`config.mk`:
```
export PLATFORM = sky130hd
export DESIGN_NAME = memory_access_controller_32
export DESIGN_NICKNAME = d
export VERILOG_FILES = /design/src/rtl/memory_access_controller_32_pkg.sv /design/src/rtl/memory_access_controller_32_rr_arbiter_2.sv /design/src/rtl/memory_access_controller_32.sv
export SDC_FILE = /design/constraint.sdc
export NUM_CORES = 1
export LEC_CHECK = 0
export ABC_AREA = 1
export CAP_MARGIN = 20
export CORE_MARGIN = 8
export CORE_UTILIZATION = 40
export DETAILED_ROUTE_END_ITERATION = 10
export PLACE_DENSITY = 0.73
export SYNTH_ARGS = -nofsm -noshare
export SYNTH_HDL_FRONTEND = slang
export SYNTH_SLANG_ARGS = --single-unit
```
`constraint.sdc`:
```
create_clock -name in_clk -period 2.07 [get_ports in_clk]
set_input_delay 0.414 -clock in_clk [delete_from_list [all_inputs] [get_ports in_clk]]
set_output_delay 0.414 -clock in_clk [all_outputs]
set_load 0.005 [all_outputs]
```
`src/rtl/memory_access_controller_32_pkg.sv`:
```
// Shared definitions for the memory access controller: FSM state codes,
// requester grant codes and the transaction-kind helper.
package memory_access_controller_32_pkg;

    localparam logic [2:0] ST_IDLE    = 3'd0;
    localparam logic [2:0] ST_MAR     = 3'd1;
    localparam logic [2:0] ST_RD_WAIT = 3'd2;
    localparam logic [2:0] ST_CAPTURE = 3'd3;
    localparam logic [2:0] ST_WR      = 3'd4;
    localparam logic [2:0] ST_ACK     = 3'd5;

    localparam logic GRANT_FETCH = 1'b0;
    localparam logic GRANT_DATA  = 1'b1;

    typedef logic [3:0] count_t;

    // Fetches are always reads; the data path reads unless it asks for a store.
    function automatic logic is_read_op(input logic grant, input logic data_we);
        return (grant == GRANT_FETCH) || !data_we;
    endfunction

endpackage

```
`src/rtl/memory_access_controller_32_rr_arbiter_2.sv`:
```
// Two-way round-robin arbiter between instruction fetch and data access.
// Owns the last_grant register that decides ties.
module rr_arbiter_2
    import memory_access_controller_32_pkg::*;
(
    input  logic clk,
    input  logic clr,
    input  logic req_fetch,
    input  logic req_data,
    input  logic enable,
    output logic grant,
    output logic grant_valid
);

    logic last_grant_r;

    // On a tie the requester that did not win last time is chosen.
    always_comb begin
        grant_valid = req_fetch | req_data;
        if (req_fetch && req_data) begin
            grant = ~last_grant_r;
        end else if (req_data) begin
            grant = GRANT_DATA;
        end else begin
            grant = GRANT_FETCH;
        end
    end

    // Remember the winner only when a grant is actually taken.
    always_ff @(posedge clk) begin
        if (clr) begin
            last_grant_r <= GRANT_FETCH;
        end else if (enable && grant_valid) begin
            last_grant_r <= grant;
        end else begin
            last_grant_r <= last_grant_r;
        end
    end

endmodule

```
`src/rtl/memory_access_controller_32.sv`:
```
// Sequencer for the shared MAR/MDR/RAM path: arbitrates fetch vs data
// requests and steps each transaction through its memory strobes.
module memory_access_controller_32
    import memory_access_controller_32_pkg::*;
#(
    parameter int ADDR_WIDTH    = 9,
    parameter int READ_LATENCY  = 1,
    parameter int WRITE_LATENCY = 1
) (
    input  logic                  in_clk,
    input  logic                  in_clr,
    input  logic                  in_fetch_req,
    input  logic [ADDR_WIDTH-1:0] in_fetch_addr,
    output logic                  out_fetch_ack,
    input  logic                  in_data_req,
    input  logic                  in_data_we,
    input  logic [ADDR_WIDTH-1:0] in_data_addr,
    output logic                  out_data_ack,
    output logic [ADDR_WIDTH-1:0] out_mar_addr,
    output logic                  out_mar_write,
    output logic                  out_mem_read,
    output logic                  out_mem_write,
    output logic                  out_mdr_read,
    output logic                  out_mdr_write,
    output logic                  out_busy
);

    logic [2:0]            state_r;
    logic [2:0]            next_state_s;
    count_t                cnt_r;
    logic                  grant_r;
    logic                  is_read_r;
    logic [ADDR_WIDTH-1:0] addr_r;
    logic                  arb_grant_s;
    logic                  arb_valid_s;
    logic                  mar_write_r, mem_read_r, mem_write_r;
    logic                  mdr_read_r, mdr_write_r, busy_r;
    logic                  fetch_ack_r, data_ack_r;

    rr_arbiter_2 u_arb (
        .clk         (in_clk),
        .clr         (in_clr),
        .req_fetch   (in_fetch_req),
        .req_data    (in_data_req),
        .enable      (state_r == ST_IDLE),
        .grant       (arb_grant_s),
        .grant_valid (arb_valid_s)
    );

    // Transaction sequencing; requests are only looked at in IDLE.
    always_comb begin
        next_state_s = state_r;
        case (state_r)
            ST_IDLE:    next_state_s = arb_valid_s ? ST_MAR : ST_IDLE;
            ST_MAR:     next_state_s = is_read_r ? ST_RD_WAIT : ST_WR;
            ST_RD_WAIT: next_state_s = (cnt_r == 4'd1) ? ST_CAPTURE : ST_RD_WAIT;
            ST_CAPTURE: next_state_s = ST_ACK;
            ST_WR:      next_state_s = (cnt_r == 4'd1) ? ST_ACK : ST_WR;
            ST_ACK:     next_state_s = ST_IDLE;
            default:    next_state_s = ST_IDLE;
        endcase
    end

    // State, latency counter and the grant/op/address latches.
    always_ff @(posedge in_clk) begin
        if (in_clr) begin
            state_r   <= ST_IDLE;
            cnt_r     <= 4'd0;
            grant_r   <= GRANT_FETCH;
            is_read_r <= 1'b0;
            addr_r    <= '0;
        end else begin
            state_r <= next_state_s;
            case (state_r)
                ST_IDLE: begin
                    if (arb_valid_s) begin
                        grant_r   <= arb_grant_s;
                        is_read_r <= is_read_op(arb_grant_s, in_data_we);
                        addr_r    <= (arb_grant_s == GRANT_DATA) ? in_data_addr : in_fetch_addr;
                    end
                end
                ST_MAR:     cnt_r <= is_read_r ? 4'(READ_LATENCY) : 4'(WRITE_LATENCY);
                ST_RD_WAIT: cnt_r <= cnt_r - 4'd1;
                ST_WR:      cnt_r <= cnt_r - 4'd1;
                default:    cnt_r <= cnt_r;
            endcase
        end
    end

    // Strobes are registered from the upcoming state so each lines up with it.
    always_ff @(posedge in_clk) begin
        if (in_clr) begin
            mar_write_r <= 1'b0;
            mem_read_r  <= 1'b0;
            mem_write_r <= 1'b0;
            mdr_read_r  <= 1'b0;
            mdr_write_r <= 1'b0;
            busy_r      <= 1'b0;
            fetch_ack_r <= 1'b0;
            data_ack_r  <= 1'b0;
        end else begin
            mar_write_r <= (next_state_s == ST_MAR);
            mem_read_r  <= (next_state_s == ST_RD_WAIT) || (next_state_s == ST_CAPTURE);
            mem_write_r <= (next_state_s == ST_WR);
            mdr_read_r  <= (next_state_s == ST_CAPTURE);
            mdr_write_r <= (next_state_s == ST_CAPTURE);
            busy_r      <= (next_state_s != ST_IDLE);
            fetch_ack_r <= (next_state_s == ST_ACK) && (grant_r == GRANT_FETCH);
            data_ack_r  <= (next_state_s == ST_ACK) && (grant_r == GRANT_DATA);
        end
    end

    assign out_mar_addr  = addr_r;
    assign out_mar_write = mar_write_r;
    assign out_mem_read  = mem_read_r;
    assign out_mem_write = mem_write_r;
    assign out_mdr_read  = mdr_read_r;
    assign out_mdr_write = mdr_write_r;
    assign out_busy      = busy_r;
    assign out_fetch_ack = fetch_ack_r;
    assign out_data_ack  = data_ack_r;

endmodule

```
# ---- After elaboration in Yosys (flattened, before gate mapping)
# Cells that the tools add are included.
dict set report word_totals {
  in_bits 23
  wordCells 49
  out_inout_bits 17
  regBits 26
}
dict set report classes {
  eq_ne 10
  reduce_logical 12
  n_bitwise 4
  add_sub_neg 1
  n_mux 9
}
# op n
set ops {}
lappend ops {{3-bit case mux with 5 select lines} 1}
lappend ops {{3-bit by 2-bit equality test with 1-bit output, second input constant} 4}
lappend ops {{3-bit equality test, second input constant} 3}
lappend ops {{9-bit two-way mux} 1}
lappend ops {{4-bit case mux with 2 select lines} 1}
lappend ops {{3-bit by 1-bit equality test with 1-bit output, second input constant} 2}
lappend ops {{1-bit two-way mux} 5}
lappend ops {{4-bit by 1-bit equality test with 1-bit output, second input constant} 1}
lappend ops {{1-bit logical AND} 4}
lappend ops {{4-bit by 1-bit subtractor with 4-bit output, second input constant} 1}
lappend ops {{3-bit logical NOT} 1}
lappend ops {{3-bit two-way mux} 1}
lappend ops {{1-bit inverter} 3}
lappend ops {{3-bit nonzero test} 1}
lappend ops {{1-bit logical OR} 2}
lappend ops {{2-bit AND reduction} 1}
lappend ops {{2-bit nonzero test} 1}
lappend ops {{2-bit OR reduction} 1}
lappend ops {{1-bit logical NOT} 1}
lappend ops {{1-bit bitwise OR} 1}

# ---- Longest topological paths before layout
# Gate-level depths: netlist (run 1).
dict set report depth {
  ltp_word 5
  ltp_mapped 8
  mapped_depth_nobuf 8
}

# ---- By module
# From an unflattened synthesis (run 1), not the netlist that was laid out.
dict set report hier_totals {
  hier_cells 172
  hier_area_um2 1184.9
}
# module area_each_um2 seq_area_each_um2 n_inst cells_per_inst
set modules_own_cells {}
lappend modules_own_cells {memory_access_controller_32 1124.8 500.5 1 164}
lappend modules_own_cells {rr_arbiter_2 60.1 20.0 1 8}

# ---- Worst setup path before layout (run 1)
# Ideal clock, no wire load.
dict set report synth_path {
  path_type {in2reg}
  start {input port in_fetch_req}
  end {register grant_r}
  t_arrival_ns 1.045
  stages 5
  path_buffers 1
  slack_ns 0.955
  path_cell_list {inv_1 -> o21ai_1 -> buf_2 -> or2_2 -> a21oi_1}
}
dict set report synth_between {
  elab_chain_cells 2
  word_cells_on_any_way 4
  classes_between {mux: 1; bitwise: 1; reduce/logical: 2}
}
# item line_no
set synth_lines {}
lappend synth_lines {{start: declaration} memory_access_controller_32.sv:12} ;# input logic in_fetch_req,
lappend synth_lines {{1-bit bitwise OR / 1-bit logical AND (equally long branches)} {memory_access_controller_32_rr_arbiter_2.sv:19, memory_access_controller_32_rr_arbiter_2.sv:20}}
lappend synth_lines {{2-bit AND reduction (no source line) / 1-bit two-way mux (equally long branches)} --}
lappend synth_lines {{end signal: assignment} memory_access_controller_32.sv:77} ;# grant_r <= arb_grant_s;
lappend synth_lines {{end: declaration} memory_access_controller_32.sv:31} ;# logic grant_r;
# Parallel ways exist; a longest one is shown, timed or not.
# A chain may end at the register's enable or synchronous reset.

# ---- Final worst setup path (run 1)
dict set report layout_path {
  start {register addr_r[5], in the netlist out_mar_addr[5]}
  end {output port out_mar_addr[5]}
}
# item line_no
set layout_lines {}
lappend layout_lines {{start: declaration} memory_access_controller_32.sv:33} ;# logic [ADDR_WIDTH-1:0] addr_r;
lappend layout_lines {{start signal: assignment} memory_access_controller_32.sv:79} ;# addr_r <= (arb_grant_s == GRANT_DATA) ? in_data_addr : in_fetch_addr;
lappend layout_lines {{end: declaration} memory_access_controller_32.sv:19} ;# output logic [ADDR_WIDTH-1:0] out_mar_addr,
# No word-level cell between the ends.

==> out/qor.yml, run 1 <==
start_kind: "register"
io_buffer_count: 39
hold_path_class: "register to register"
crit_path_end: "out_mar_addr[5]"
num_vias: 1141
gp_congestion: 0.8122
r2r_start: "state_r[0]$_SDFF_PP0_"
synth-main-ff-cell: "dfxtp_1"
grt_max_degree: 21
drt-vias-per-instance: 4.715
ff2ff_setup_slack_ps: 850
crit_path_top_delay_cell: "clkdlybuf4s50_1"
crit_buf_inv: 1
crit_path_max_fanout: 2
grt-ovfl-total: 0
hold_violations: 0
setup_ws_ps: 438.1
grt_pass1_wl_um: 4940
worstSetupStartpoint: "out_mar_addr[5]$_SDFFE_PP0N_"
cts_tree: "built"
dieArea_um2: 4911
drt_drc_violations_left: 0
routed_wl_um: 2771
drive_gt1_share_pct: 5.687
r2r-end: "out_busy$_SDFF_PP0_"
p_per_area_nw_per_um2: 809.6
p_leak_nw: 0.7515
cp.arrival_ps: 1220
register_area_um2: 500.5
cts_buffers: 3
final_nets: 237
period_share_pct: 78.84
clk_latency_ps: 320
instances_no_fill: 242
end_kind: "primary output"
syn_inst: 172
dp_cells: 238
cts_buffer_depth: 2
yosysWarnings: 0
hold_ws_ps: 468.4
clock-skew-final_ps: 1.723
first_iter_violations: 33
ant_nets: 0
maxCapViolCount: 0
syn_to_final_growth_pct: 37.11
outcome: "complete, no violations"
worst_pin_slew_ps: 409.2
clk_pin_slew_worst_paths_ps: 130
postCtsHoldBufs: 0
tns_ps: 0
cts.sinks: 25
syn_area_per_cell_um2: 6.802
cts-root-buf: "clkbuf_4"
die_w_um: 70.08
cp_num_cells: 1
post_cts_buffers: 0
drv_slew: 0
grt_pass1_vias: 1132
rsz0062_at_grt: "false"
ios: 40
multiInputGateArea_um2: 536.8
synth_cell_types: 26
wl_per_cell_um: 11.45
syn-num-nets: 197
core_um2: 2758
std_cell_rows: 19
path_delay_family: "buffers and inverters"
crit_required_ps: 1660
r2r_cells: 7
seq_area_frac_synth_pct: 42.78
grt_use_total_pct: 11.77
dp_hpwl_um: 2179
fmax_mhz: 612.8
netlist_area_um2: 1170
drtPass1Iterations: 4
antenna_found_initial: 0
antenna_cells: 0
ir_worst_vdd_uv: 463.0
crit_chain: "clkdlybuf4s50_1"
fin_crit_ps: 1632
htreeDepth: 1
final_area_um2: 1604
die_y_um: 70.08
criticalPathCategory: "register to primary output"
fillers: 277
synth-seq-cells: 25
async_reset_ff_share_pct: 0
cts.repair.resized: 0
dpl-instance-area_um2: 1578
finalSetupViolCount: 0
cpPeakStageDelay_ps: 520
slew_headroom_pct: 72.69
post-place-ws_ps: 428.1
synth_edf_count: 0
initial_core_util_pct: 42.42
==> placed cells by master (no fill, tap or decap) <==
| master | synthesis | routed |
|---|---|---|
| xor2_1 | 1 | 1 |
| nand2_2 | 1 | 1 |
| inv_1 | 23 | 23 |
| inv_2 | 1 | 1 |
| nor2_4 | 1 | 1 |
| nor3b_1 | 2 | 2 |
| dfxtp_1 | 25 | 25 |
| inv_4 | 1 | 1 |
| nand4_1 | 3 | 3 |
| nand3_4 | 1 | 1 |
| nor2_1 | 36 | 36 |
| nand3_1 | 3 | 3 |
| o21ai_1 | 7 | 7 |
| or2_2 | 1 | 1 |
| nor3_1 | 1 | 1 |
| clkdlybuf4s50_1 | 0 | 39 |
| ha_1 | 2 | 2 |
| nand3_2 | 1 | 1 |
| clkbuf_1 | 2 | 1 |
| o21bai_1 | 1 | 1 |
| nand2_1 | 45 | 45 |
| clkbuf_4 | 0 | 3 |
| buf_4 | 1 | 2 |
| a21oi_1 | 5 | 5 |
| o21ai_0 | 4 | 4 |
| nor4_1 | 1 | 1 |
==> cell families after synthesis <==
family / Yosys count / synth area share, %
compound gates: 17 / 7.486
flops: 25 / 42.78
buf+inv: 31 / 11.34
fa+ha+maj: 2 / 2.139
xor+xnor: 1 / 0.7488
simple gates: 96 / 35.51
==> registers in the layout, summed over array words and instances, names as in the netlist <==
signal and flops:
out_mar_addr 9, out_mar_write 1, state_r 3, is_read_r 1, out_fetch_ack 1, cnt_r 4
out_mem_write 1, grant_r 1, out_mdr_write 1, out_busy 1, out_data_ack 1, out_mem_read 1
==> report_power, final <==
part           leakage, nW  internal (mW)  switching, mW
clock               0.0150         0.0755          0.146
sequential           0.206          0.561         0.0565
combinational        0.531          0.229          0.231
total                0.752          0.865          0.433
==> area by class of cell <==
class | count | area share (%)
flip-flops and latches | 25 | 31.20
well taps | 31 | 2.418
clock buffers | 4 | 1.638
multi-input cells | 116 | 33.46
inverters | 25 | 6.006
repair buffers | 41 | 25.27
==> synthesized netlist by cell type (2+ instances only) <==
library cell  count  share of area (%)
clkbuf_1          2               0.64
nor2_1           36                 12
ha_1              2                2.1
nand2_1          45                 14
buf_2             2               0.86
nor3b_1           2                1.3
inv_1            23                7.4
dfxtp_1          25                 43
o21ai_0           4                1.7
a21oi_1           5                2.1
nand4_1           3                1.6
nand3_1           3                1.3
o21ai_1           7                3.0
==> metal layers <==
metal | wire [µm] | vias up | track usage, %
li1 | - | 600 | -
met1 | 1248 | 498 | 13.13
met2 | 1224 | 37 | 18.78
met3 | 249 | 6 | 5.226
met4 | 48 | 0 | 5.357
met5 | 0 | - | 0
==> tightest hold or removal path, cell delays in order (launching register included) <==
cell     delay (ps)
dfxtp_1         340
nand2_1          60
nor2_1           40
==> worst min-delay path by stage <==
| stage | from | end | cells after the start |
|---|---|---|---|
| floorplan | grant_r$_SDFFE_PP0N_ | out_data_ack$_SDFF_PP0_ | 2 |
| global placement | grant_r$_SDFFE_PP0N_ | out_data_ack$_SDFF_PP0_ | 2 |
| detailed placement | grant_r$_SDFFE_PP0N_ | out_data_ack$_SDFF_PP0_ | 2 |
| CTS | grant_r$_SDFFE_PP0N_ | out_data_ack$_SDFF_PP0_ | 2 |
| global route | grant_r$_SDFFE_PP0N_ | out_data_ack$_SDFF_PP0_ | 2 |
| finish | grant_r$_SDFFE_PP0N_ | out_data_ack$_SDFF_PP0_ | 2 |
==> stage by stage <==
step	power, mW	utilization (%)
finish	1.299	58.17
global route	1.395	58.17
CTS	1.311	58.17
detailed placement	1.091	57.21
global placement	1.071	57.21
floorplan	0.8977	-
Note: power is estimated with default switching activity, not from simulation.
==> run 2, diff against run 1 <==
--- a/config.mk
+++ b/config.mk
@@ -10,7 +10,7 @@
 export CORE_MARGIN = 8
 export CORE_UTILIZATION = 40
 export DETAILED_ROUTE_END_ITERATION = 10
-export PLACE_DENSITY = 0.73
+export PLACE_DENSITY = 0.76
 export SYNTH_ARGS = -nofsm -noshare
 export SYNTH_HDL_FRONTEND = slang
 export SYNTH_SLANG_ARGS = --single-unit
==> constraint.sdc (replaced) <==
create_clock -name in_clk -period 1.3 [get_ports in_clk]
set_input_delay 0.26 -clock in_clk [delete_from_list [all_inputs] [get_ports in_clk]]
set_output_delay 0.26 -clock in_clk [all_outputs]
set_load 0.005 [all_outputs]
==> run 2 against run 1 <==
Die area is the same; cell area grew 2.6%; clock-buffer cell count is the same; cell count grew 1.7%; clock power grew 52%; first-iteration DRC count grew 120%; register-to-register slack lost 730 ps; sequential power grew 59%; flip-flop and latch count is the same; utilization grew 1.5 points; critical endpoint is now out_mar_addr[7].
==> out/qor.yml, run 2 (same netlist as run 1, synthesis figures left out) <==
crit_buf_inv: 1  # unchanged
dp_cells: 241  # +1.3%
p_int_mw: 1.359  # +57%
cts_buffer_depth: 2  # unchanged
largest_reg_flops: 9  # unchanged
r2r_start: "state_r[1]$_SDFF_PP0_"
drt_drc_violations_left: 0  # unchanged
rsz0062_at_grt: "false"
grt_use_total_pct: 10.72  # -1.0 points
dp_hpwl_um: 1966  # -9.7%
htreeDepth: 1  # unchanged
std_cell_rows: 19  # unchanged
grt_max_degree: 20  # -4.8%
crit_chain: "dlygate4sd2_1"
p_switching_uw: 669.4  # +55%
min_to: "out_data_ack$_SDFF_PP0_"
gp_congestion: 0.7971  # -1.9%
clock-skew-final_ps: 7.991  # +6.268 ps
slew_headroom_pct: 84.23  # +12 points
fmax_mhz: 842.0
die_w_um: 70.08  # unchanged
antenna_found_initial: 0  # unchanged
drt-vias-per-instance: 4.557  # -3.4%
p_leak_nw: 0.8437  # +12%
fillers: 288  # +4.0%
postCtsHoldBufs: 0  # unchanged
p_clk_share_pct: 16.5  # -0.5 points
ff2ff_setup_slack_ps: 120  # -730 ps
cts.sinks: 25  # unchanged
crit_path_top_delay_cell: "dfxtp_1"
hold_path_depth: 2  # unchanged
cp.arrival_ps: 930  # -290 ps
r2r_cells: 7  # unchanged
clk_latency_ps: 320  # about the same
period_share_pct: 91.36
crit_required_ps: 1040  # -620 ps
post_cts_buffers: 0  # unchanged
ios: 40  # unchanged
grt-ovfl-total: 0  # unchanged
cts-root-buf: "clkbuf_4"
antenna_cells: 0  # unchanged
criticalPathCategory: "register to primary output"
drtPass1Iterations: 4  # unchanged
core_um2: 2758  # unchanged
io_buffer_count: 39  # unchanged
p_per_area_nw_per_um2: 1233  # +52%
cts_buffers: 3  # unchanged
routed_wl_um: 2587  # -6.6%
fin_crit_ps: 1188
ant_nets: 0  # unchanged
cts_tree: "built"
r2r-end: "state_r[0]$_SDFF_PP0_"
layout_common_cells: "nand2_1, nor2_1, inv_1"
switching_share_pct: 33.00  # -0.36 points
ir_worst_vdd_uv: 857.1  # +85%
num_vias: 1121  # -1.8%
grt_pass1_wl_um: 4512  # -8.7%
hold_violations: 0  # unchanged
instances_no_fill: 246  # +1.7%
drv_slew: 0  # unchanged
initial_core_util_pct: 42.42  # unchanged
end_kind: "primary output"
layout_commonest_cell: "nand2_1"
die_y_um: 70.08  # unchanged
dieArea_um2: 4911  # unchanged
finalSetupViolCount: 0  # unchanged
crit_path_max_fanout: 2  # unchanged
hold_start: "grant_r$_SDFFE_PP0N_"
clk_pin_slew_worst_paths_ps: 130  # about the same
p_seq_share_pct: 48.6  # +1.0 points
start_kind: "register"
utilization_pct: 59.66  # +1.5 points
grt_pass1_vias: 1071  # -5.4%
final_nets: 241  # +1.7%
drive_gt1_share_pct: 11.63  # +5.9 points
path_delay_family: "flip-flops"
maxCapViolCount: 0  # unchanged
hold_path_class: "register to register"
first_iter_violations: 73  # +120%
wl_per_cell_um: 10.52  # -8.2%
syn_to_final_growth_pct: 40.64
outcome: "complete, no violations"
worst_pin_slew_ps: 234.7  # -174.4 ps
cpPeakStageDelay_ps: 360  # -160 ps
p_comb_share_pct: 34.9  # -0.5 points
==> run 2: area by class of cell <==
| cell class | count | area [µm²] | share of cell area (%) |
|---|---|---|---|
| well taps | 31 | 38.79 | 2.357 |
| flip-flops and latches | 25 | 510.5 | 31.03 |
| inverters | 25 | 98.84 | 6.008 |
| multi-input cells | 116 | 540.5 | 32.85 |
| repair buffers | 45 | 430.4 | 26.16 |
| clock buffers | 4 | 26.28 | 1.597 |
==> run 2: tightest hold or removal path, cell delays in order, from the launching register on <==
cell	delay, ps
dfxtp_1	350
nand2_1	60
nor2_1	30
==> run 2: power by group through the flow <==
stage	clock network (mW)	logic [mW]	registers, mW
floorplan	0	0.438	0.991
global placement	0	0.745	0.993
detailed placement	0	0.753	0.995
CTS	0.347	0.701	0.985
global route	0.373	0.817	1.00
finish	0.336	0.708	0.985
==> run 2: per-stage QoR <==
step / setup TNS (ps) / hold slack, ps / instance area, µm² / worst slack [ps] / total power [mW]
4_1_cts: 0 / 464.8 / 1628 / 106.4 / 2.033
3_3_place_gp: -1772 / 450.5 / 1613 / -185.9 / 1.738
3_5_place_dp: -1884 / 439.7 / 1613 / -195.2 / 1.748
6_report: 0 / 466.4 / 1645 / 112.3 / 2.029
2_1_floorplan: 0 / 430.0 / 1170 / 268.9 / 1.429
5_1_grt: 0 / 502.4 / 1645 / 1.030 / 2.192
==> run 2: what timing repair did <==
| action | 4_1_cts | 5_1_grt |
|---|---|---|
| setup endpoints to repair | 17 | 6 |
| cloned | 0 | 1 |
| pin swaps | 0 | 0 |
| gates resized for setup | 25 | 5 |
| endpoints found under the hold margin | 0 | 0 |
==> run 2: routing by layer <==
layer,wire length [µm],GRT usage (%),vias up
li1,-,-,606
met1,1195,12.47,476
met2,1139,16.95,34
met3,206,3.814,5
met4,44,5.357,0
met5,0,0,-
==> run 2: worst max path at each step <==
stage / endpoint / slack, ps / depth (start not counted) / start
floorplan: out_mar_addr[2]$_SDFFE_PP0N_ / 270 / 6 / state_r[1]$_SDFF_PP0_
CTS: out_mar_addr[7] / 110 / 1 / out_mar_addr[7]$_SDFFE_PP0N_
global route: out_busy$_SDFF_PP0_ / 1 / 7 / state_r[0]$_SDFF_PP0_
finish: out_mar_addr[7] / 110 / 1 / out_mar_addr[7]$_SDFFE_PP0N_
detailed placement: out_mar_addr[3]$_SDFFE_PP0N_ / -200 / 7 / in_fetch_req
global placement: out_mar_addr[3]$_SDFFE_PP0N_ / -190 / 7 / in_fetch_req
==> run 3, diff against run 2 <==
--- a/config.mk
+++ b/config.mk
@@ -7,10 +7,12 @@
 export LEC_CHECK = 0
 export ABC_AREA = 1
 export CAP_MARGIN = 20
+export CELL_PAD_IN_SITES_DETAIL_PLACEMENT = 0
+export CELL_PAD_IN_SITES_GLOBAL_PLACEMENT = 1
 export CORE_MARGIN = 8
-export CORE_UTILIZATION = 40
+export CORE_UTILIZATION = 27
 export DETAILED_ROUTE_END_ITERATION = 10
-export PLACE_DENSITY = 0.76
+export PLACE_DENSITY = 0.74
 export SYNTH_ARGS = -nofsm -noshare
 export SYNTH_HDL_FRONTEND = slang
 export SYNTH_SLANG_ARGS = --single-unit
==> run 3 against run 2 <==
Via count shrank 2.5%; utilization shrank 21 points; global-route usage shrank 1.7 points; largest power group unchanged.
==> out/qor.yml, run 3 (same netlist as run 1, synthesis figures left out) <==
clock-skew-final_ps: 4.734  # -3.257 ps
initial_core_util_pct: 27.44  # -15 points
hold_start: "grant_r$_SDFFE_PP0N_"
die_w_um: 81.83  # +17%
ir_worst_vdd_uv: 620.8  # -28%
wl_per_cell_um: 10.57  # +0.51%
hold_path_class: "register to register"
worstSetupStartpoint: "in_data_req"
cts-root-buf: "clkbuf_8"
hold_violations: 0  # unchanged
dp_hpwl_um: 2112  # +7.4%
routed_wl_um: 2801  # +8.3%
end_kind: "register"
worst_pin_slew_ps: 407.6  # +172.8 ps
postCtsHoldBufs: 0  # unchanged
drv_slew: 0  # unchanged
p_clk_share_pct: 21.7  # +5.2 points
grt_pass1_vias: 1067  # -0.37%
cts.sinks: 25  # unchanged
layout_common_cells: "nand2_1, nor2_1, inv_1, dfxtp_1, clkdlybuf4s50_1"
grt_pass1_wl_um: 4850  # +7.5%
drt_drc_violations_left: 0  # unchanged
fin_crit_ps: 1183  # -4.902 ps
p_leak_nw: 0.8387  # -0.59%
grt_max_degree: 21  # +5.0%
ios: 40  # unchanged
cts_buffer_depth: 2  # unchanged
first_iter_violations: 50  # -32%
num_vias: 1093  # -2.5%
crit_buf_inv: 2  # +1
clk_latency_ps: 270  # -50 ps
syn_to_final_growth_pct: 42.57
core_um2: 4264  # +55%
rsz0062_at_grt: "true"
std_cell_rows: 24  # +5
drtPass1Iterations: 4  # unchanged
power.total_mw: 2.160  # +6.5%
cts_tree: "built"
slew_headroom_pct: 72.80  # -11 points
hold_ws_ps: 454.5  # -11.91 ps
final_nets: 239  # -0.83%
cp.arrival_ps: 1380  # +450 ps
switching_share_pct: 32.89  # -0.11 points
antenna_found_initial: 0  # unchanged
io_buffer_count: 39  # unchanged
period_share_pct: 90.98  # -0.38 points
htreeDepth: 1  # unchanged
cts_buffers: 3  # unchanged
largest_reg_flops: 9  # unchanged
maxCapViolCount: 0  # unchanged
crit_required_ps: 1500  # +460 ps
p_switching_uw: 710.3  # +6.1%
fmax_mhz: 845.5  # +0.41%
die_y_um: 81.83  # +17%
dieArea_um2: 6695  # +36%
p_seq_share_pct: 45.6  # -3.0 points
path_delay_family: "buffers and inverters"
antenna_cells: 0  # unchanged
clk_pin_slew_worst_paths_ps: 90  # -40 ps
r2r_start: "state_r[0]$_SDFF_PP0_"
layout_commonest_cell: "nand2_1"
crit_chain: "clkdlybuf4s50_1 -> o21ai_1 -> buf_12 -> or2_2 -> a21oi_1"
cpPeakStageDelay_ps: 470  # +110 ps
drt-vias-per-instance: 4.125  # -9.5%
fillers: 468  # +63%
outcome: "complete, no violations"
gp_congestion: 0.7257  # -9.0%
p_per_area_nw_per_um2: 1295  # +5.0%
start_kind: "input port"
p_comb_share_pct: 32.8  # -2.1 points
p_int_mw: 1.450  # +6.6%
crit_path_top_delay_cell: "clkdlybuf4s50_1"
ant_nets: 0  # unchanged
criticalPathCategory: "input port to register"
grt_use_total_pct: 9.040  # -1.7 points
drive_gt1_share_pct: 8.451  # -3.2 points
finalSetupViolCount: 0  # unchanged
crit_path_max_fanout: 20  # +18
grt-ovfl-total: 0  # unchanged
==> run 3: layout make-up <==
class | count | area, µm² | share of cell area (%)
multi-input cells | 116 | 546.8 | 32.78
flip-flops and latches | 25 | 503.0 | 30.16
repair buffers | 43 | 411.6 | 24.68
inverters | 25 | 96.34 | 5.776
well taps | 52 | 65.06 | 3.901
clock buffers | 4 | 45.04 | 2.701
==> run 3: layer usage <==
layer  vias up  share of wire, %  track usage, %
met5         -                 0               0
met4         0               1.8           3.684
met3         4               6.9           2.188
met2        25                44           15.31
met1       459                47           10.66
li1        605                 -               -
==> run 3: worst paths after layout <==
path | end | slack (ps) | depth (start not counted)
worst min-delay path | out_data_ack$_SDFF_PP0_ | 450 | 2
worst min register to register | out_data_ack$_SDFF_PP0_ | 450 | 2
worst max-delay path | grant_r$_SDFFE_PP0N_ | 120 | 5
worst max register to register | out_mar_addr[3]$_SDFFE_PP0N_ | 140 | 6
==> run 3: power by group through the flow <==
stage          clock network [mW]  registers, mW  logic [mW]
2_1_floorplan                   0          0.991       0.438
3_3_place_gp                    0           1.00       0.757
3_5_place_dp                    0          0.998       0.762
4_1_cts                     0.473          0.982       0.711
5_1_grt                     0.515           1.00       0.816
6_report                    0.468          0.984       0.708
==> run 3: worst min-delay path, stage by stage (launching register included) <==
cell	delay, ps
dfxtp_1	330
nand2_1	60
nor2_1	30
==> run 3: per-stage QoR <==
step                      area [µm²]  worst slack (ps)  TNS [ps]  std cells  utilization [%]
after global placement          1632            -176.7     -1931        261            38.26
after floorplan                 1170             268.9         0        172                -
after global routing            1668            -4.858    -4.858        265            39.11
after CTS                       1657             87.28         0        265            38.85
final                           1668             117.2         0        265            39.11
after detailed placement        1632            -167.0     -1900        261            38.26
==> run 3: what timing repair did <==
item / CTS / global route
gates resized for setup: 18 / 4
endpoints found under the hold margin: 0 / 0
buffers inserted: 0 / 0
endpoints found under the setup margin: 17 / 5
